File: src/rtl/alarm_trigger.sv
// Alarm decision FSM: compares the stored alarm (or snooze target) with the running time and drives start.
// Latency: a match rise in cycle N gives start=1 in cycle N+1; alarm_* update the cycle after set_en.
// Backpressure: none; stop/snooze/set_en are single-cycle pulses and are always accepted.
module alarm_trigger #(
  parameter int RING_CYCLES     = 500_000_000,
  parameter int RING_WIDTH      = $clog2(RING_CYCLES),
  parameter int SNOOZE_MINUTES  = 5,
  parameter int DEFAULT_HOURS   = 6,
  parameter int DEFAULT_MINUTES = 0
) (
  input  logic       clk,
  input  logic       rst,
  input  logic [4:0] cur_hours,
  input  logic [5:0] cur_minutes,
  input  logic [5:0] cur_seconds,
  input  logic       set_en,
  input  logic [4:0] set_hours,
  input  logic [5:0] set_minutes,
  input  logic       arm,
  input  logic       stop,
  input  logic       snooze,
  output logic       start,
  output logic       armed,
  output logic       snoozing,
  output logic [4:0] alarm_hours,
  output logic [5:0] alarm_minutes
);

  typedef enum logic [1:0] {DISARMED, ARMED, RINGING, SNOOZE} state_t;

  state_t                state, state_nxt;
  logic [4:0]            snz_hours;
  logic [5:0]            snz_minutes;
  logic [RING_WIDTH-1:0] ring_cnt;
  logic                  match, match_q, match_rise;
  logic [4:0]            tgt_hours;
  logic [5:0]            tgt_minutes;
  logic [6:0]            snz_min_sum;
  logic [4:0]            snz_hours_nxt;
  logic [5:0]            snz_minutes_nxt;
  logic                  ring_done;
  logic                  set_ok;

  // Outside SNOOZE the alarm time stays the target, so match_q remains high
  // through the matching second after stop/timeout and blocks a re-ring.
  always_comb begin
    tgt_hours   = alarm_hours;
    tgt_minutes = alarm_minutes;
    if (state == SNOOZE) begin
      tgt_hours   = snz_hours;
      tgt_minutes = snz_minutes;
    end
  end

  assign match      = (cur_hours == tgt_hours) && (cur_minutes == tgt_minutes) && (cur_seconds == 6'd0);
  assign match_rise = match && !match_q;
  assign ring_done  = (ring_cnt == RING_WIDTH'(RING_CYCLES - 1));
  assign set_ok     = (set_hours <= 5'd23) && (set_minutes <= 6'd59);

  always_comb begin
    snz_min_sum     = {1'b0, cur_minutes} + 7'(SNOOZE_MINUTES);
    snz_hours_nxt   = cur_hours;
    snz_minutes_nxt = snz_min_sum[5:0];
    if (snz_min_sum >= 7'd60) begin
      snz_minutes_nxt = 6'(snz_min_sum - 7'd60);
      snz_hours_nxt   = (cur_hours == 5'd23) ? 5'd0 : cur_hours + 5'd1;
    end
  end

  always_comb begin
    state_nxt = state;
    if (!arm) begin
      state_nxt = DISARMED;
    end else begin
      case (state)
        DISARMED: state_nxt = ARMED;
        ARMED:    if (match_rise) state_nxt = RINGING;
        RINGING: begin
          if (stop)           state_nxt = ARMED;
          else if (snooze)    state_nxt = SNOOZE;
          else if (ring_done) state_nxt = ARMED;
        end
        SNOOZE: begin
          if (stop)            state_nxt = ARMED;
          else if (match_rise) state_nxt = RINGING;
        end
        default: state_nxt = DISARMED;
      endcase
    end
  end

  always_ff @(posedge clk) begin
    if (rst) begin
      state         <= DISARMED;
      match_q       <= 1'b0;
      ring_cnt      <= '0;
      snz_hours     <= 5'd0;
      snz_minutes   <= 6'd0;
      alarm_hours   <= 5'(DEFAULT_HOURS);
      alarm_minutes <= 6'(DEFAULT_MINUTES);
    end else begin
      state   <= state_nxt;
      match_q <= match;
      if (state_nxt == RINGING)
        ring_cnt <= (state == RINGING) ? ring_cnt + RING_WIDTH'(1) : '0;
      if (state == RINGING && state_nxt == SNOOZE) begin
        snz_hours   <= snz_hours_nxt;
        snz_minutes <= snz_minutes_nxt;
      end
      if (set_en && set_ok) begin
        alarm_hours   <= set_hours;
        alarm_minutes <= set_minutes;
      end
    end
  end

  assign start    = (state == RINGING);
  assign armed    = (state != DISARMED);
  assign snoozing = (state == SNOOZE);

endmodule
File: config.mk
export PLATFORM = sky130hd
export DESIGN_NAME = alarm_trigger
export DESIGN_NICKNAME = d
export VERILOG_FILES = /design/src/rtl/alarm_trigger.sv
export SDC_FILE = /design/constraint.sdc
export NUM_CORES = 1
export LEC_CHECK = 0
export CAP_MARGIN = 20
export CORE_MARGIN = 5
export CORE_UTILIZATION = 50
export CTS_CLUSTER_DIAMETER = 100
export CTS_CLUSTER_SIZE = 14
export DETAILED_ROUTE_END_ITERATION = 10
export GPL_TIMING_DRIVEN = 0
export PLACE_DENSITY = 0.81
export SETUP_SLACK_MARGIN = 0.15
export SYNTH_ARGS = -nofsm -noshare
export SYNTH_HDL_FRONTEND = slang
export SYNTH_SLANG_ARGS = --single-unit
File: constraint.sdc
create_clock -name clk -period 4.1 [get_ports clk]
set_input_delay 0.82 -clock clk [delete_from_list [all_inputs] [get_ports clk]]
set_output_delay 0.82 -clock clk [all_outputs]
set_load 0.03 [all_outputs]
==> flow_results.org <==
** Route
- After detailed routing, the number of vias per cell comes to around 6.4.
- DRT iter0 DRCs :: 345
- After detailed routing, the number of remaining DRC violations is 0.
- Drt pass-1 iters :: 7
- Mean routed wirelength per cell :: 18.0 um
- Total vias in the final route :: 3436
- In this run the remaining antenna-violating nets after routing total 0.
- The routed design has 9.68 mm of wire.

** Layout
- The final layout contains 496 nets.
- Ant. Diodes :: 0
- Commonest cells after routing, fill and taps aside :: sky130_fd_sc_hd__dfxtp_1, sky130_fd_sc_hd__clkdlybuf4s50_1, sky130_fd_sc_hd__nand2_1
- Cells with a size suffix above 1 make up 10.3% of the layout.
- P&R area growth vs syn :: 18.2%
- Leaving out fill and tap cells, the most frequent cell in the layout is sky130_fd_sc_hd__dfxtp_1.
- At the end of the flow the core is filled with cells to 60.1%.

** Clocking
- Clock latency on the worst-skew pair, taken at its later pin, is 0.31 ns.
- Clock-pin slew was measured on the worst setup and hold paths at 0.09 ns.
- Post-CTS timing repair inserted 0 buffers for setup.
- Clock buffers created by TritonCTS :: 5
- Total clock sinks :: 54
- The clock passes through at most 2 buffers.
- Clock tree from TritonCTS :: done
- Cts hold-fix bufs :: 0
- Gates resized during post-CTS repair numbered 0.
- CTS HTree Levels :: 2
- CTS root buf :: sky130_fd_sc_hd__clkbuf_8

** Die
- I/O pin count :: 48
- In this run the horizontal extent of the chip is 92.7 um.
- Total Die Area :: approximately 8600 um2
- Standard cell core area :: 6720 um2
- Die Y-Extent :: approximately 93 um
- The initial utilization of the core area, before any placement, comes to 50.9%.
- # rows :: 30

** Worst setup path
- Data on the critical path arrives at its endpoint at 3.75 ns.
- Counting cells, the worst reg-to-reg path comes to 9.
- The worst setup path is launched from an input port.
- For the worst setup path, the data required time is between 4 and 5 ns.
- In this design, the largest share of critical-path delay is due to compound AO/OA/AOI/OAI gates.
- The worst register-to-register path has a setup slack of 0.98 ns.
- List of cells traversed by the critical path :: clkdlybuf4s50_1 > or2b_1 > a21oi_2 > a2111o_1 > or3b_1 > or3_1 > a211o_1 > buf_6 > o31ai_2
- Setup crit end :: ring_cnt[12]$_SDFFE_PP0N_
- The worst register-to-register path ends at ring_cnt[1]$_SDFFE_PP0N_.
- The critical path starts at cur_minutes[4].
- Type of destination of the critical path :: flop
- Levels on crit path :: 9
- By startpoint and endpoint, the worst setup path is classified as input port to flop.
- Buf+Inv Stages, Crit Path :: 2
- Critical Path Max Stage Delay :: 0.61 ns
- Max FO, Critical Path :: 10
- The startpoint identified for the worst register-to-register timing path is ring_cnt[0]$_SDFFE_PP0N_.
- Crit path max-delay cell type :: sky130_fd_sc_hd__clkdlybuf4s50_1

** Run status
- Result of the run :: finished, final reports clean

** Timing
- Time the final worst path needs with I/O delays and setup :: roughly 3.5 ns
- For the pin with the worst max-slew slack, the measured transition is 0.619 ns.
- Final worst path period share :: between 80% and 90%
- Setup repair after global routing left no endpoint under its margin.
- The worst pin sits at a relative slew slack of 58.7%.
- Across the routed clock network, the largest skew measured is 0.0118 ns.
- Setup violations remaining at the end of the flow were counted as 0.
- Maximum achievable frequency :: 283 MHz
- The final hold violation count was 0.
- Setup TNS :: 0 ns
- Hold is met by 0.494 ns.
- The max-slew violation total from the final report was 0.

** Yosys
- Post-Synthesis Net Count :: ~450
- Total of warnings raised by yosys :: 0
- Share of the synthesized area in the top cell type :: 31.6%
- After synthesis, the cell types taking the most area are sky130_fd_sc_hd__dfxtp_1, sky130_fd_sc_hd__o31ai_2, sky130_fd_sc_hd__mux2i_1.
- Synthesis inferred 54 register bits.
- Netlist area before placement :: about 3400 um2
- Primary flip-flop cell chosen by synthesis mapping :: sky130_fd_sc_hd__dfxtp_1
- Dividing the synthesized area by the synthesized cell count gives approximately 8.4 um2.
- For this run, the register share of the synthesized area comes to about a third.
- Of all flip-flops after synthesis, the portion carrying an async set or reset was 0%.
- Post-synthesis cell count :: approximately 410
- The biggest area contributor in the post-synthesis netlist is sky130_fd_sc_hd__dfxtp_1.
- Number of distinct library cells after synthesis :: 59
- Counting flops with a built-in enable in the synthesized netlist gives 0.

** Place
- During placement, the flow inserted port buffers numbering around 40.
- The HPWL after detailed placement is about 7.1 mm.
- Routability congestion estimate from global placement :: 0.958

** Global routing
- The first global-routing pass estimated ~16 mm of wire.
- Global routing finished with a remaining overflow of 0.
- All-Layer GR Usage :: 22.7%
- The number of global-route vias before repair came to between 3k and 4k.
- Pin count of the biggest net entering global routing :: 16
- Number of antenna violations at the first check in global routing :: 0

** Worst hold path
- Worst hold-check path type :: flop to flop
- The worst hold path begins at ring_cnt[22]$_SDFFE_PP0N_.

** Pwr
- The worst-case IR drop observed on VDD is 0.000152 V.
- Power per cell area :: 264 nW/um2
- In this run the static leakage power is 1.36 nW.

** Flow run
- Across the run, the number of max-cap violations was 0.
[cell families (layout without fill, tap and decap cells)]
family          count (synthesis)  count (layout)  share of synthesized area (%)
xor+xnor                       14              14                           3.59
simple gates                  171             171                           26.0
mux                            17              17                           4.98
flops                          54              54                           31.6
fa+ha+maj                       5               5                           1.83
compound gates                108             108                           26.4
buf+inv                        40              88                           5.57
[report_power, final]
part	internal, mW	total (mW)	switching, mW	leakage [nW]
clock	0.196	0.371	0.176	0.0573
combinational	0.0721	0.154	0.0817	0.866
sequential	0.531	0.540	0.00864	0.437
[flip-flops by register name, summed over array words and instances (netlist names)]
register,flops
snz_hours,5
ring_cnt,29
match_q,1
snz_minutes,6
alarm_minutes,6
alarm_hours,5
state,2
[cell type report]
cell class	count	area, um2
fill	600	2680
clock inverter	1	30.0
clock buffer	6	82.6
buffer	25	129
tap	80	100
multi-input combinational	315	2150
inverter	15	61.3
sequential	54	1080
timing repair buffer	41	410
[synth_stat cells, drive strengths merged, types with 3 or more instances]
master / instances
clkbuf: 16
buf: 9
nand2b: 8
a211oi: 5
xnor2: 13
nand3: 14
nand4: 5
a21oi: 13
o21ai: 15
dfxtp: 54
nand2: 40
o22ai: 4
a41oi: 7
or4: 5
nor2: 35
inv: 14
and3: 23
or3: 6
a222oi: 3
nor3: 9
a31oi: 6
or2: 7
a32oi: 16
o31ai: 21
mux2i: 17
ha: 5
nor4: 5
a311oi: 4
[how the worst min path moves through the flow]
| stage | end | slack [ns] | cells past startpoint |
|---|---|---|---|
| floorplan | ring_cnt[14]$_SDFFE_PP0N_ | 0.44 | 1 |
| global placement | ring_cnt[14]$_SDFFE_PP0N_ | 0.47 | 1 |
| detailed placement | ring_cnt[22]$_SDFFE_PP0N_ | 0.48 | 1 |
| CTS | ring_cnt[22]$_SDFFE_PP0N_ | 0.50 | 1 |
| global route | snz_minutes[4]$_SDFFE_PP0P_ | 0.52 | 2 |
| finish | ring_cnt[22]$_SDFFE_PP0N_ | 0.49 | 1 |
[layer usage]
layer | vias to the layer above | global-route usage [%] | part of all wire [%]
met5 | - | 0 | 0
met4 | 0 | 8.06 | 1.9
met3 | 22 | 4.14 | 7.2
met2 | 163 | 37.2 | 48
met1 | 1597 | 29.8 | 43
li1 | 1654 | - | -
[through the flow]
step                      std cells  instance area [um2]  power, mW  worst slack [ns]
after floorplan                 409                 3420      0.637             0.937
after global placement          530                 3930      0.701             0.355
after detailed placement        530                 3930      0.705             0.298
after CTS                       537                 4040       1.07             0.603
after global routing            537                 4040       1.10             0.437
final                           537                 4040       1.07             0.570
No activity file was read; power rests on OpenSTA's default activity.
==> RTL edit 1, RTL diff (same flow settings) <==
The parameter `RING_CYCLES` goes from 500_000_000 to 250_000_000.
--- a/src/rtl/alarm_trigger.sv
+++ b/src/rtl/alarm_trigger.sv
@@ -3,5 +3,5 @@
 // Backpressure: none; stop/snooze/set_en are single-cycle pulses and are always accepted.
 module alarm_trigger #(
-  parameter int RING_CYCLES     = 500_000_000,
+  parameter int RING_CYCLES     = 250_000_000,
   parameter int RING_WIDTH      = $clog2(RING_CYCLES),
   parameter int SNOOZE_MINUTES  = 5,
Behaviour: same outputs for any inputs over 10 cycles, from zero or initial values and one cycle with rst high; that may be too few to reach the edited logic, so the function may still have changed.
==> RTL edit 1 against the original RTL <==
Fmax rose by 14%; clock power fell by 18%; sequential share of layout area rose by 0.71 points; count of clock-buffer cells in the layout fell by 1; register-to-register slack improved by 0.54 ns; setup slack improved by 0.42 ns; final cell count rose by 0.37%; sequential cell count fell by 1; clock skew fell by 0.0015 ns; wire length fell by 11%; largest power group unchanged; cell area fell by 4.4%; area after synthesis fell by 5.6%; total power fell by 6.5%.
==> RTL edit 1: results <==
metrics = {
    "worst_setup_path": {
        "critical_path.endpoint": "snz_hours[4]$_SDFFE_PP0P_",
        "critPathMaxFanout": 8,
        "slowest_delay_ns": 0.51,
        "reg2regPathDepth": 7,
        "timing.rr.end": "ring_cnt[2]$_SDFFE_PP0N_",
        "cp_data_arrival_time_ns": 3.34,
        "startpoint": "cur_minutes[0]",
        "r2r_slack_ns": 1.52,
    },
    "timing": {
        "skew_ns": 0.0103,
        "tightestPinTransition_ns": 0.635,
        "whs_ns": 0.472,
        "worst_slack_ns": 0.994,
    },
    "synthesis": {
        "synth_xor_xnor_area_share_pct": 2.99,
        "synthTopCellsByCount": "61 x nor2_1, 53 x dfxtp_1, 28 x nand2_1",
        "synth-seq-area-share_pct": 32.9,
        "synth-compound-area-share_pct": 23.9,
        "async_flop_share_pct": 0,
        "synth_cell_types": 64,
        "synthMuxAreaShare_pct": 4.66,
        "synth_fp_nets": 448,
        "synth_area_per_cell_um2": 7.88,
        "synth_fa_ha_area_share_pct": 2.25,
    },
    "place": {
        "io_buffers": 45,
        "post-place-ws_ns": 0.683,
        "hpwlAfterDp_um": 6400,
        "placed_area_um2": 3770,
        "gp_congestion": 0.889,
        "placed_cells": 531,
    },
    "layout": {
        "drive_above_1_share_pct": 6.06,
        "top_regs": "ring_cnt x28, alarm_minutes x6, snz_minutes x6",
        "antenna_cells": 0,
        "nets": 500,
    },
    "routing": {
        "drt_iter0_markers": 199,
        "wl_per_cell_um": 15.9,
        "vias": 3283,
        "wirelength_um": 8570,
        "wl_met3_um": 521,
        "dr.pass1.iters": 5,
        "dr_wl_met2_um": 4200,
        "drt-met1-wl_um": 3700,
    },
    "global_routing": {
        "grt_usage_pct": 21.0,
        "gr-usage-met1_pct": 27.0,
        "grt_pass1_wl_um": 14600,
        "met3_usage_pct": 4.67,
        "grt_max_degree": 18,
        "use_met2_pct": 35.1,
        "grt_pass1_vias": 3132,
        "antenna_found_initial": 0,
    },
    "cts": {
        "root_buffer": "clkbuf_8",
        "path_clk_slew_ns": 0.10,
        "insertion_delay_ns": 0.31,
        "cts.htree.levels": 2,
    },
    "status": {
        "status": "complete, no violations",
    },
    "pwr": {
        "power_leakage_nw": 1.39,
        "irDropWorstVdd_mv": 0.179,
    },
    "worst_hold_path": {
        "whs_path_depth": 2,
    },
}
==> RTL edit 1: cell types whose count changed in the layout (fill, tap and decap cells not counted), moves of 11 or more <==
cell,unedited run,this run
a32oi_1,16,1
and3_1,23,4
nand2_1,39,28
nor2_1,35,61
nor2b_1,2,23
o21ai_0,14,26
o31ai_2,18,0
==> RTL edit 1: worst min-delay path, cell delays in order, from the launching register on <==
cell      delay, ns
dfxtp_1        0.32
inv_1          0.06
a211oi_2       0.05
==> RTL edit 1: cell type report <==
cell class | instances | area (µm²)
buffer | 19 | 90.1
clock buffer | 5 | 68.8
clock inverter | 3 | 22.5
fill | 540 | 2450
inverter | 16 | 60.1
multi-input combinational | 321 | 2010
sequential | 53 | 1060
tap | 77 | 96.3
timing repair buffer | 45 | 450
==> RTL edit 1: power by group <==
group / switching (W) / internal [W] / total (W)
registers: 0.00000865 / 0.000522 / 0.000531
clock network: 0.000182 / 0.000122 / 0.000304
logic: 0.0000847 / 0.0000771 / 0.000162
==> RTL edit 2, RTL diff (config.mk and constraints unchanged) <==
Made on the original files. Add an input register stage for `cur_seconds`, without a reset; this delays it by one clock. The other inputs are not delayed to match.
--- a/src/rtl/alarm_trigger.sv
+++ b/src/rtl/alarm_trigger.sv
@@ -29,4 +29,10 @@
   typedef enum logic [1:0] {DISARMED, ARMED, RINGING, SNOOZE} state_t;
 
+  logic [5:0] cur_seconds_q;
+
+  always_ff @(posedge clk) begin
+    cur_seconds_q <= cur_seconds;
+  end
+
   state_t                state, state_nxt;
   logic [4:0]            snz_hours;
@@ -53,5 +59,5 @@
   end
 
-  assign match      = (cur_hours == tgt_hours) && (cur_minutes == tgt_minutes) && (cur_seconds == 6'd0);
+  assign match      = (cur_hours == tgt_hours) && (cur_minutes == tgt_minutes) && (cur_seconds_q == 6'd0);
   assign match_rise = match && !match_q;
   assign ring_done  = (ring_cnt == RING_WIDTH'(RING_CYCLES - 1));
Formal check against the unedited RTL: not equivalent (Yosys sat finds a counterexample within 4 cycles, from zero or initial values and one cycle with rst high).
==> RTL edit 2 against the original RTL <==
Sequential cell count rose by 6; clock power rose by 46%; global-route usage fell by 3.3 points; wire length fell by 16%; first-iteration DRC count fell by 54%; total power rose by 22%; area after synthesis fell by 3.8%; clock skew fell by 0.0011 ns; critical path type unchanged; setup slack improved by 0.15 ns; cell area fell by 0.40%; non-clock buffer count fell by 2.
==> RTL edit 2: results <==
metrics = {
    "cts": {
        "cts.htree.levels": 3,
        "numCtsBuffers": 9,
    },
    "layout": {
        "fin_area_um2": 4020,
    },
    "routing": {
        "via_per_inst": 5.87,
        "dr_wl_met2_um": 3930,
        "drt_iter0_markers": 159,
        "wl_met3_um": 515,
    },
    "global_routing": {
        "use_met2_pct": 32.5,
        "grt_pass1_vias": 2982,
        "grt_pass1_wl_um": 13300,
    },
    "pwr": {
        "p_clk_w": 0.000541,
        "seqPwrFrac_pct": 46.3,
    },
    "worst_setup_path": {
        "timing.rr.end": "ring_cnt[13]$_SDFFE_PP0N_",
        "worst_path_dominant_cell_family": "simple AND/OR/NAND/NOR gates",
    },
    "synthesis": {
        "synth_area_leaders": "dfxtp_1 37%, xnor2_1 6.9%, mux2i_1 5.2%",
        "synth-seq-area-share_pct": 36.5,
        "synth-compound-area-share_pct": 16.8,
        "synth_xor_xnor_area_share_pct": 7.19,
    },
    "place": {
        "placed_cells": 516,
        "hpwlAfterDp_um": 6060,
        "gp_congestion": 0.908,
    },
    "timing": {
        "tightestPinTransition_ns": 0.587,
        "skew_ns": 0.0107,
    },
    "worst_hold_path": {
        "whs_path_depth": 2,
        "hold_end": "snz_minutes[4]$_SDFFE_PP0P_",
    },
    "status": {
        "status": "complete, no violations",
    },
}
[RTL edit 2: cell types whose count changed in the layout (fill, tap and decap cells not counted), sizes merged, moves of 6 or more]
cell | before | now
nor2 | 35 | 44
o31ai | 21 | 0
dfxtp | 54 | 60
o21ai | 15 | 6
xnor2 | 13 | 26
a21oi | 13 | 24
or2 | 7 | 0
and2 | 1 | 7
and3 | 23 | 10
a32oi | 16 | 0
nand2b | 8 | 19
nand4 | 5 | 16
[RTL edit 2: how the worst max path moves through the flow]
stage / from / endpoint / depth (start not counted) / slack (ns)
final: cur_minutes[0] / snz_hours[3]$_SDFFE_PP0P_ / 11 / 0.72
after global routing: cur_minutes[0] / snz_hours[4]$_SDFFE_PP0P_ / 11 / 0.54
after CTS: cur_minutes[0] / snz_hours[3]$_SDFFE_PP0P_ / 11 / 0.78
after detailed placement: cur_minutes[0] / snz_hours[3]$_SDFFE_PP0P_ / 11 / 0.42
after global placement: cur_minutes[0] / snz_hours[3]$_SDFFE_PP0P_ / 11 / 0.50
after floorplan: cur_minutes[0] / snz_hours[3]$_SDFFE_PP0P_ / 10 / 1.39
[RTL edit 2: final cells by class]
cell class | count | share of cell area [%]
plain buffers | 20 | 2.11
clock buffers | 9 | 3.08
clock inverters | 7 | 1.87
inverters | 11 | 1.09
multi-input cells | 304 | 48.7
flip-flops and latches | 60 | 29.9
well taps | 77 | 2.39
repair buffers | 44 | 10.9
[RTL edit 2: stage by stage]
stage | hold WS, ns | power, W
after global routing | 0.490 | 0.00134
final | 0.463 | 0.00130
after floorplan | 0.432 | 0.000701
after CTS | 0.461 | 0.00131
after global placement | 0.447 | 0.000769
after detailed placement | 0.449 | 0.000772
[RTL edit 2: tightest hold or removal path: stages (launching register included)]
cell and delay [ns]:
dfxtp_1 0.32, nand2_1 0.05, a21oi_1 0.05
